## src/rtl/fetch_unit_pkg.sv

```systemverilog
// Shared fetch-stage definitions: bubble encoding, reset PC and FSM state encoding.
package fetch_unit_pkg;

    localparam logic [31:0] DEFAULT_RESET_PC = 32'h0000_0000;
    localparam logic [31:0] NOP_INSTR        = 32'h0000_0000;  // sll $0,$0,0
    localparam logic [31:0] PC_STEP          = 32'd4;

    typedef enum logic [1:0] {
        StReq   = 2'd0,
        StFull  = 2'd1,
        StDrain = 2'd2
    } fetch_state_e;

    function automatic logic [31:0] align_pc(input logic [31:0] addr);
        return addr & 32'hFFFF_FFFC;
    endfunction

endpackage

```

## src/rtl/fetch_unit.sv

```systemverilog
// Instruction-fetch stage: owns the PC, runs the imem req/ready handshake and feeds IF/ID,
// with a one-entry skid buffer for hazard holds and a drain state for in-flight redirects.
module fetch_unit
    import fetch_unit_pkg::*;
#(
    parameter logic [31:0] RESET_PC = DEFAULT_RESET_PC
) (
    input  logic        clk,
    input  logic        rst,
    input  logic        hold,
    input  logic        redirect,
    input  logic [31:0] redirect_pc,
    output logic        imem_req,
    output logic [31:0] imem_addr,
    input  logic        imem_ready,
    input  logic [31:0] imem_rdata,
    output logic [31:0] pc_IF,
    output logic [31:0] pcPlus4_IF,
    output logic [31:0] instr_IF,
    output logic        instr_valid
);

    fetch_state_e state_q, state_d;
    logic [31:0]  pc_q, pc_d;
    logic [31:0]  skid_instr_q, skid_instr_d;
    logic [31:0]  skid_pc_q, skid_pc_d;
    logic [31:0]  target_q, target_d;
    logic [31:0]  pc_if_q, pc_if_d;
    logic [31:0]  pc_plus4_q, pc_plus4_d;
    logic [31:0]  instr_q, instr_d;
    logic         valid_q, valid_d;

    logic [31:0] redirect_pc_al;
    logic [31:0] pc_inc;

    assign redirect_pc_al = align_pc(redirect_pc);
    assign pc_inc         = pc_q + PC_STEP;

    always_comb begin
        state_d      = state_q;
        pc_d         = pc_q;
        skid_instr_d = skid_instr_q;
        skid_pc_d    = skid_pc_q;
        target_d     = target_q;
        pc_if_d      = pc_if_q;
        pc_plus4_d   = pc_plus4_q;
        instr_d      = instr_q;
        valid_d      = valid_q;
        imem_req     = 1'b0;
        imem_addr    = pc_q;

        unique case (state_q)
            StReq: begin
                imem_req = 1'b1;
                if (imem_ready) begin
                    if (redirect) begin
                        pc_d    = redirect_pc_al;
                        instr_d = NOP_INSTR;
                        valid_d = 1'b0;
                    end else if (hold) begin
                        skid_instr_d = imem_rdata;
                        skid_pc_d    = pc_q;
                        pc_d         = pc_inc;
                        state_d      = StFull;
                    end else begin
                        pc_if_d    = pc_q;
                        pc_plus4_d = pc_inc;
                        instr_d    = imem_rdata;
                        valid_d    = 1'b1;
                        pc_d       = pc_inc;
                    end
                end else if (redirect) begin
                    // Request still in flight: it must complete before the new address can go out.
                    target_d = redirect_pc_al;
                    instr_d  = NOP_INSTR;
                    valid_d  = 1'b0;
                    state_d  = StDrain;
                end else if (!hold) begin
                    instr_d = NOP_INSTR;
                    valid_d = 1'b0;
                end
            end
            StFull: begin
                if (redirect) begin
                    pc_d    = redirect_pc_al;
                    instr_d = NOP_INSTR;
                    valid_d = 1'b0;
                    state_d = StReq;
                end else if (!hold) begin
                    pc_if_d    = skid_pc_q;
                    pc_plus4_d = skid_pc_q + PC_STEP;
                    instr_d    = skid_instr_q;
                    valid_d    = 1'b1;
                    state_d    = StReq;
                end
            end
            StDrain: begin
                imem_req = 1'b1;
                instr_d  = NOP_INSTR;
                valid_d  = 1'b0;
                if (redirect) begin
                    target_d = redirect_pc_al;
                end
                if (imem_ready) begin
                    pc_d    = redirect ? redirect_pc_al : target_q;
                    state_d = StReq;
                end
            end
            default: begin
                state_d = StReq;
            end
        endcase

        if (rst) begin
            imem_req = 1'b0;
        end
    end

    always_ff @(posedge clk) begin
        if (rst) begin
            state_q      <= StReq;
            pc_q         <= RESET_PC;
            skid_instr_q <= 32'h0;
            skid_pc_q    <= 32'h0;
            target_q     <= 32'h0;
            pc_if_q      <= 32'h0;
            pc_plus4_q   <= 32'h0;
            instr_q      <= NOP_INSTR;
            valid_q      <= 1'b0;
        end else begin
            state_q      <= state_d;
            pc_q         <= pc_d;
            skid_instr_q <= skid_instr_d;
            skid_pc_q    <= skid_pc_d;
            target_q     <= target_d;
            pc_if_q      <= pc_if_d;
            pc_plus4_q   <= pc_plus4_d;
            instr_q      <= instr_d;
            valid_q      <= valid_d;
        end
    end

    assign pc_IF       = pc_if_q;
    assign pcPlus4_IF  = pc_plus4_q;
    assign instr_IF    = instr_q;
    assign instr_valid = valid_q;

endmodule

```

## config.mk

```make
export PLATFORM = sky130hd
export DESIGN_NAME = fetch_unit
export DESIGN_NICKNAME = d
export VERILOG_FILES = /design/src/rtl/fetch_unit_pkg.sv /design/src/rtl/fetch_unit.sv
export SDC_FILE = /design/constraint.sdc
export NUM_CORES = 1
export LEC_CHECK = 0
export BUFFER_PORTS_ARGS = -buffer_cell sky130_fd_sc_hd__buf_2
export CAP_MARGIN = 10
export CORE_MARGIN = 2
export CORE_UTILIZATION = 50
export DETAILED_ROUTE_END_ITERATION = 10
export PLACE_DENSITY_LB_ADDON = 0.25
export SKIP_LAST_GASP = 1
export SLEW_MARGIN = 20
export SYNTH_ARGS = -nofsm -noshare
export SYNTH_HDL_FRONTEND = slang
export SYNTH_SLANG_ARGS = --single-unit
```

## constraint.sdc

```tcl
create_clock -name clk -period 2 [get_ports clk]
set_clock_uncertainty 0.1 [all_clocks]
set_input_delay 0.5 -clock clk [delete_from_list [all_inputs] [get_ports clk]]
set_output_delay 0.5 -clock clk [all_outputs]
set_load 0.1 [all_outputs]
```

==> results of run 1 <==
[Yosys cell counts (4+ instances only)]
library cell	instances	share of area (%)
mux2i_1	44	4.1
nand4_1	15	0.88
o22ai_1	9	0.53
nand2_1	250	8.8
xnor2_1	33	2.7
a21oi_1	161	7.6
o32ai_1	5	0.41
a221o_1	7	0.66
nand3_1	23	1.1
nor3_1	47	2.2
o221ai_1	4	0.33
and3_1	14	0.82
nor4_1	7	0.41
buf_4	4	0.28
o21ai_0	26	1.2
buf_2	22	1.0
o211ai_1	6	0.42
o211a_1	4	0.38
inv_1	20	0.71
and2_1	6	0.35
clkbuf_1	83	2.9
nor2b_1	4	0.24
dfxtp_1	225	42
xor2_1	22	1.8
ha_1	6	0.71
and4_1	6	0.49
a211oi_1	48	3.4
nor2_1	127	4.5
a221oi_1	22	1.8
a22oi_1	32	2.3
buf_1	4	0.14
[cell type report]
| type | count | area [um2] | share of cell area (%) |
|---|---|---|---|
| diodes | 3 | 7.51 | 0.0514 |
| clock buffers | 38 | 726 | 4.97 |
| clock inverters | 3 | 41.3 | 0.283 |
| inverters | 22 | 88.8 | 0.608 |
| multi-input cells | 971 | 6150 | 42.1 |
| flip-flops and latches | 225 | 4600 | 31.5 |
| well taps | 275 | 344 | 2.36 |
| repair buffers | 350 | 2650 | 18.1 |
[where the power goes]
group	internal (mW)	switching (mW)	total, mW
Clock	2.60	1.77	4.38
Combinational	1.56	3.32	4.88
Sequential	4.82	0.324	5.15
Total	8.98	5.42	14.4
[worst max-delay path, stage by stage (launching register included)]
cell and delay, ns:
dfxtp_2 0.33, buf_6 0.12, ha_4 0.16, nor2_4 0.14
buf_4 0.15, o221ai_4 0.13, buf_6 0.16, buf_16 0.14
buf_4 0.16, a21oi_1 0.14, nor2_1 0.06, a211oi_1 0.22
[worst max path at each step]
stage                    endpoint  slack [ns]  cells after the start
global route        imem_addr[23]       -0.20                     11
CTS                      imem_req       -0.09                      5
detailed placement       pc_IF[0]       -0.12                      8
floorplan           imem_addr[31]       -0.06                      7
global placement     imem_addr[6]       -0.08                      6
finish              imem_addr[23]       -0.13                     11
[state kept, by name, indices dropped and copies added, names as in the netlist]
signal        count
target_q         32
skid_instr_q     32
instr_IF         32
imem_addr        32
skid_pc_q        32
pcPlus4_IF       30
instr_valid       1
pc_IF            32
state_q           2
[cells by family (layout without fill, tap and decap cells)]
family / count (synthesis) / in the layout / synth area share, %
AO/OA/AOI/OAI: 348 / 348 / 21.0
XOR/XNOR: 55 / 55 / 4.53
adder cells (fa/ha/maj): 6 / 6 / 0.706
buffers and inverters: 138 / 413 / 5.30
flip-flops: 225 / 225 / 42.3
multiplexers: 46 / 46 / 4.35
other: 0 / 3 / 0
AND/OR/NAND/NOR: 515 / 516 / 21.8
[per-stage QoR]
step | hold WS [ns] | cell area (um2) | total power, mW | instances
2_1_floorplan | 0.336 | 10900 | 8.35 | 1333
3_3_place_gp | 0.342 | 12800 | 9.40 | 1803
3_5_place_dp | 0.347 | 12800 | 9.46 | 1803
4_1_cts | 0.113 | 13900 | 14.0 | 1854
5_1_grt | 0.119 | 14600 | 14.9 | 1885
6_report | 0.126 | 14600 | 14.4 | 1887
[repair_timing]
| action | in CTS | in global routing |
|---|---|---|
| endpoints found under the setup margin | 107 | 137 |
| buffers inserted | 9 | 22 |
| pin swaps | 12 | 28 |
| gates cloned | 3 | 8 |
| gates resized for setup | 52 | 76 |
[per-layer routing]
layer  share of wire [%]  GRT usage (%)
met4                 3.2           7.88
met3                 8.5           6.37
met5                0.17              0
met2                  47           43.7
met1                  42           37.0
==> results.sh, run 1 <==
export IMPL_outcome="complete, but fails checks"
export IMPL_violations="setup timing"
export IMPL_drt_total_wl_um=33900
export IMPL_regToRegSetupSlack_ns=-0.13
export IMPL_ys_ff_latch=225
export IMPL_cts_tree="yes"
export IMPL_fin_crit_ns=2.13
export IMPL_async_reset_ff_share_pct=0
export IMPL_die_y_um=150
export IMPL_top_level_ports=199
export IMPL_drive_above_1_share_pct=32.0
export IMPL_startpoint="state_q[1]"
export IMPL_period_share_pct=107
export IMPL_cp_data_arrival_time_ns=2.44
export IMPL_rr_startpoint="state_q[1]"
export IMPL_grt_pass1_wl_um=50300
export IMPL_reg2reg_to="imem_addr[23]"
export IMPL_hold_path_class="in2reg"
export IMPL_num_fill_cells=1675
export IMPL_hold_viol_final=0
export IMPL_fin_ws_ns=-0.131
export IMPL_holdPathStages=3
export IMPL_avgRoutedWirePerCell_um=17.9
export IMPL_worst_slew_pin_slew_ns=0.514
export IMPL_min_to="skid_instr_q[7]"
export IMPL_grtUsageTotal_pct=27.4
export IMPL_clockBufferDepth=3
export IMPL_hold_buffers=0
export IMPL_die_area_um2=22500
export IMPL_finalSetupViolations=17
export IMPL_layout_nets=1669
export IMPL_ys_warn_count=0
export IMPL_cts_max_level=1
export IMPL_synth_edf_count=0
export IMPL_slew_headroom_pct=65.9
export IMPL_vias=10900
export IMPL_cts_sinks=225
export IMPL_drt_iter0_drc=700
export IMPL_rsz0062_at_grt="true"
export IMPL_p_per_area_nw_per_um2=986
export IMPL_portBuffers=196
export IMPL_ant_nets=0
export IMPL_place_gp_congestion=0.915
export IMPL_cts_root_buf="clkbuf_16"
export IMPL_core_area_um2=21000
export IMPL_hpwl_um=21400
export IMPL_timing_fmax_ghz=0.469
export IMPL_synthesis_nets=1408
export IMPL_areaGrowthSynthToFinish_pct=37.3
export IMPL_synth_top_flop_cell="dfxtp_1"
export IMPL_netlist_area_um2=10600
export IMPL_clk_insertion_delay_late_ns=0.52
export IMPL_grt_pass1_vias=9654
export IMPL_layout_common_cells="nand2_1 (246), dfxtp_1 (194), buf_2 (168)"
export IMPL_cts_buffers=24
export IMPL_route_detailed_drc=0
export IMPL_yosys_cell_types_count=57
export IMPL_die_w_um=150
export IMPL_reg2reg_depth=11
export IMPL_worstSetupStartpointType="flop"
export IMPL_synth_avg_cell_area_um2=7.98
export IMPL_leakagePower_nw=5.81
export IMPL_worstSetupPathType="reg2reg"
export IMPL_dp_slack_ns=-0.122
export IMPL_worstHoldStart="imem_rdata[7]"
export IMPL_cp_required_ns=2.31
export IMPL_row_count=53
export IMPL_endpoint_kind="flop"
export IMPL_grt_remaining_overflow=0
export IMPL_drv_slew=0
export IMPL_drv_cap=0
export IMPL_final_common_cell="nand2_1"
export IMPL_antenna_found_initial=7
export IMPL_cp_max_fo=11
export IMPL_path_clk_slew_ns=0.06
export IMPL_drtPass1Iterations=5
export IMPL_setup_tns_ns=-0.993
export IMPL_vdd_ir_drop_max_mv=0.622
export IMPL_fin_util_pct=69.7
export IMPL_grt_max_degree=93
export IMPL_vias_per_cell=5.78
export IMPL_start_util_pct=50.8
export IMPL_synthCells=1333
export IMPL_yosysSeqAreaShare_pct=42.3
No activity file was read; power rests on OpenSTA's default activity.
==> inputs of run 2 (changes only) <==
--- a/config.mk
+++ b/config.mk
@@ -7,8 +7,10 @@
 export LEC_CHECK = 0
 export BUFFER_PORTS_ARGS = -buffer_cell sky130_fd_sc_hd__buf_2
 export CAP_MARGIN = 10
+export CELL_PAD_IN_SITES_DETAIL_PLACEMENT = 0
+export CELL_PAD_IN_SITES_GLOBAL_PLACEMENT = 1
 export CORE_MARGIN = 2
-export CORE_UTILIZATION = 50
+export CORE_UTILIZATION = 37
 export DETAILED_ROUTE_END_ITERATION = 10
 export PLACE_DENSITY_LB_ADDON = 0.25
 export SKIP_LAST_GASP = 1
==> run 2 against run 1 <==
  * The run still ends with setup timing left
  * Worst hold slack worse by 0.021 ns
  * Sequential power about the same
  * Critical path depth up 1
  * First-iteration DRC count down 14%
  * Count of clock-buffer cells in the layout up 1
  * Largest power group is now combinational cells
  * Highest routed layer unchanged
==> results.sh, run 2 (synthesis gave the netlist of run 1 again) <==
export IMPL_fin_ws_ns=-0.262
export IMPL_rsz0062_at_grt="true"
export IMPL_holdWs_ns=0.105
export IMPL_die_area_um2=30100
export IMPL_fin_util_pct=55.9
export IMPL_portBuffers=196
export IMPL_final_common_cell="nand2_1"
export IMPL_vias=10900
export IMPL_vias_per_cell=5.33
export IMPL_fin_crit_ns=2.26
export IMPL_cp_cell_sequence="inv_4 -> ha_4 -> buf_4 -> buf_6 -> buf_6 -> nand2b_4 -> a211oi_4 -> buf_12 -> buf_8 -> buf_12 -> o21ai_2 -> a311oi_1"
export IMPL_cp_max_fo=5
export IMPL_avgRoutedWirePerCell_um=18.3
export IMPL_drive_above_1_share_pct=38.7
export IMPL_worst_slew_pin_slew_ns=0.514
export IMPL_fin_cells=2037
export IMPL_drv_slew=0
export IMPL_cts_tree="yes"
export IMPL_start_util_pct=37.3
export IMPL_antenna_found_initial=7
export IMPL_drt_iter0_drc=601
export IMPL_critPathMaxStageDelay_ns=0.37
export IMPL_die_y_um=174
export IMPL_cts_max_level=1
export IMPL_violations="setup timing"
export IMPL_grt_pass1_vias=10000
export IMPL_worst_path_buf_inv=7
export IMPL_timing_fmax_ghz=0.442
export IMPL_row_count=62
export IMPL_worstSetupPathType="reg2reg"
export IMPL_cp_slowest_cell="dfxtp_4"
export IMPL_dpl_cell_count=1925
export IMPL_grt_remaining_overflow=0
export IMPL_crit_family="buffers and inverters"
export IMPL_cts_sinks=225
export IMPL_path_clk_slew_ns=0.06
export IMPL_drtPass1Iterations=5
export IMPL_slew_headroom_pct=66.0
export IMPL_core_area_um2=28500
export IMPL_regToRegSetupSlack_ns=-0.26
export IMPL_die_w_um=174
export IMPL_layout_nets=1705
export IMPL_cp_data_arrival_time_ns=2.60
export IMPL_drt_total_wl_um=37400
export IMPL_cp_required_ns=2.34
export IMPL_clk_insertion_delay_late_ns=0.54
export IMPL_dp_slack_ns=-0.0823
export IMPL_hold_buffers=0
export IMPL_cts_root_buf="clkbuf_16"
export IMPL_worstSetupStartpointType="flop"
export IMPL_grtUsageTotal_pct=22.4
export IMPL_areaGrowthSynthToFinish_pct=50.0
export IMPL_vdd_ir_drop_max_mv=0.701
export IMPL_finalSetupViolations=110
export IMPL_layout_common_cells="nand2_1 (226), dfxtp_1 (194), buf_2 (162)"
export IMPL_outcome="complete, but fails checks"
export IMPL_endpoint_kind="flop"
export IMPL_clockBufferDepth=3
export IMPL_period_share_pct=113
export IMPL_place_gp_congestion=0.837
export IMPL_cts_buffers=26
export IMPL_grt_max_degree=65
export IMPL_leakagePower_nw=6.39
export IMPL_route_detailed_drc=0
export IMPL_grt_pass1_wl_um=55200
export IMPL_hpwl_um=23400
export IMPL_ant_nets=0
export IMPL_drv_cap=0
export IMPL_hold_viol_final=0
export IMPL_p_per_area_nw_per_um2=961
export IMPL_top_level_ports=199
export IMPL_hold_path_class="in2reg"
run 2: worst min-delay path, cell delays in order:
cell,delay (ns)
buf_2,0.10
nand2_1,0.05
a21oi_1,0.05
run 2: layout make-up:
| type | count | area [um2] |
|---|---|---|
| Clock inverter | 8 | 40.0 |
| Inverter | 22 | 92.6 |
| Multi-Input combinational cell | 971 | 6570 |
| Tap cell | 384 | 480 |
| Clock buffer | 39 | 853 |
| Fill cell | 2639 | 12600 |
| Timing Repair Buffer | 384 | 3320 |
| Antenna cell | 4 | 10.0 |
| Sequential cell | 225 | 4600 |
run 2: power breakdown:
part	switching, mW	total [mW]	leakage, nW	internal [mW]
combinational	3.51	5.33	4.09	1.82
sequential	0.307	5.13	1.85	4.82
clock	1.96	4.89	0.455	2.93
run 2: through the flow:
step | TNS (ns) | cell area (um2) | power, mW
3_3_place_gp | -0.151 | 13100 | 9.54
4_1_cts | -3.46 | 14600 | 14.9
5_1_grt | -21.62 | 16000 | 16.0
3_5_place_dp | -0.649 | 13100 | 9.57
6_report | -14.25 | 16000 | 15.3
2_1_floorplan | -0.604 | 10900 | 8.35
run 2: final timing paths:
path                            cells past startpoint          endpoint           start
worst max register to register                     12    pcPlus4_IF[29]      state_q[1]
worst max-delay path                               12    pcPlus4_IF[29]      state_q[1]
worst min-delay path                                3  skid_instr_q[27]  imem_rdata[27]
worst min register to register                      2      skid_pc_q[1]    skid_pc_q[1]
run 2: what timing repair did:
item / 4_1_cts / 5_1_grt
buffers inserted: 16 / 30
pin swaps: 23 / 90
gates resized for setup: 72 / 207
endpoints found under the setup margin: 61 / 144
hold endpoints to repair: 0 / 0
cloned: 8 / 13
run 2: per-layer routing:
| metal | up-vias | track usage [%] | part of all wire [%] |
|---|---|---|---|
| met4 | 6 | 5.71 | 2.6 |
| met2 | 309 | 36.4 | 46 |
| li1 | 5325 | - | - |
| met3 | 71 | 5.00 | 6.7 |
| met1 | 5156 | 30.1 | 44 |
| met5 | - | 0 | 0.10 |
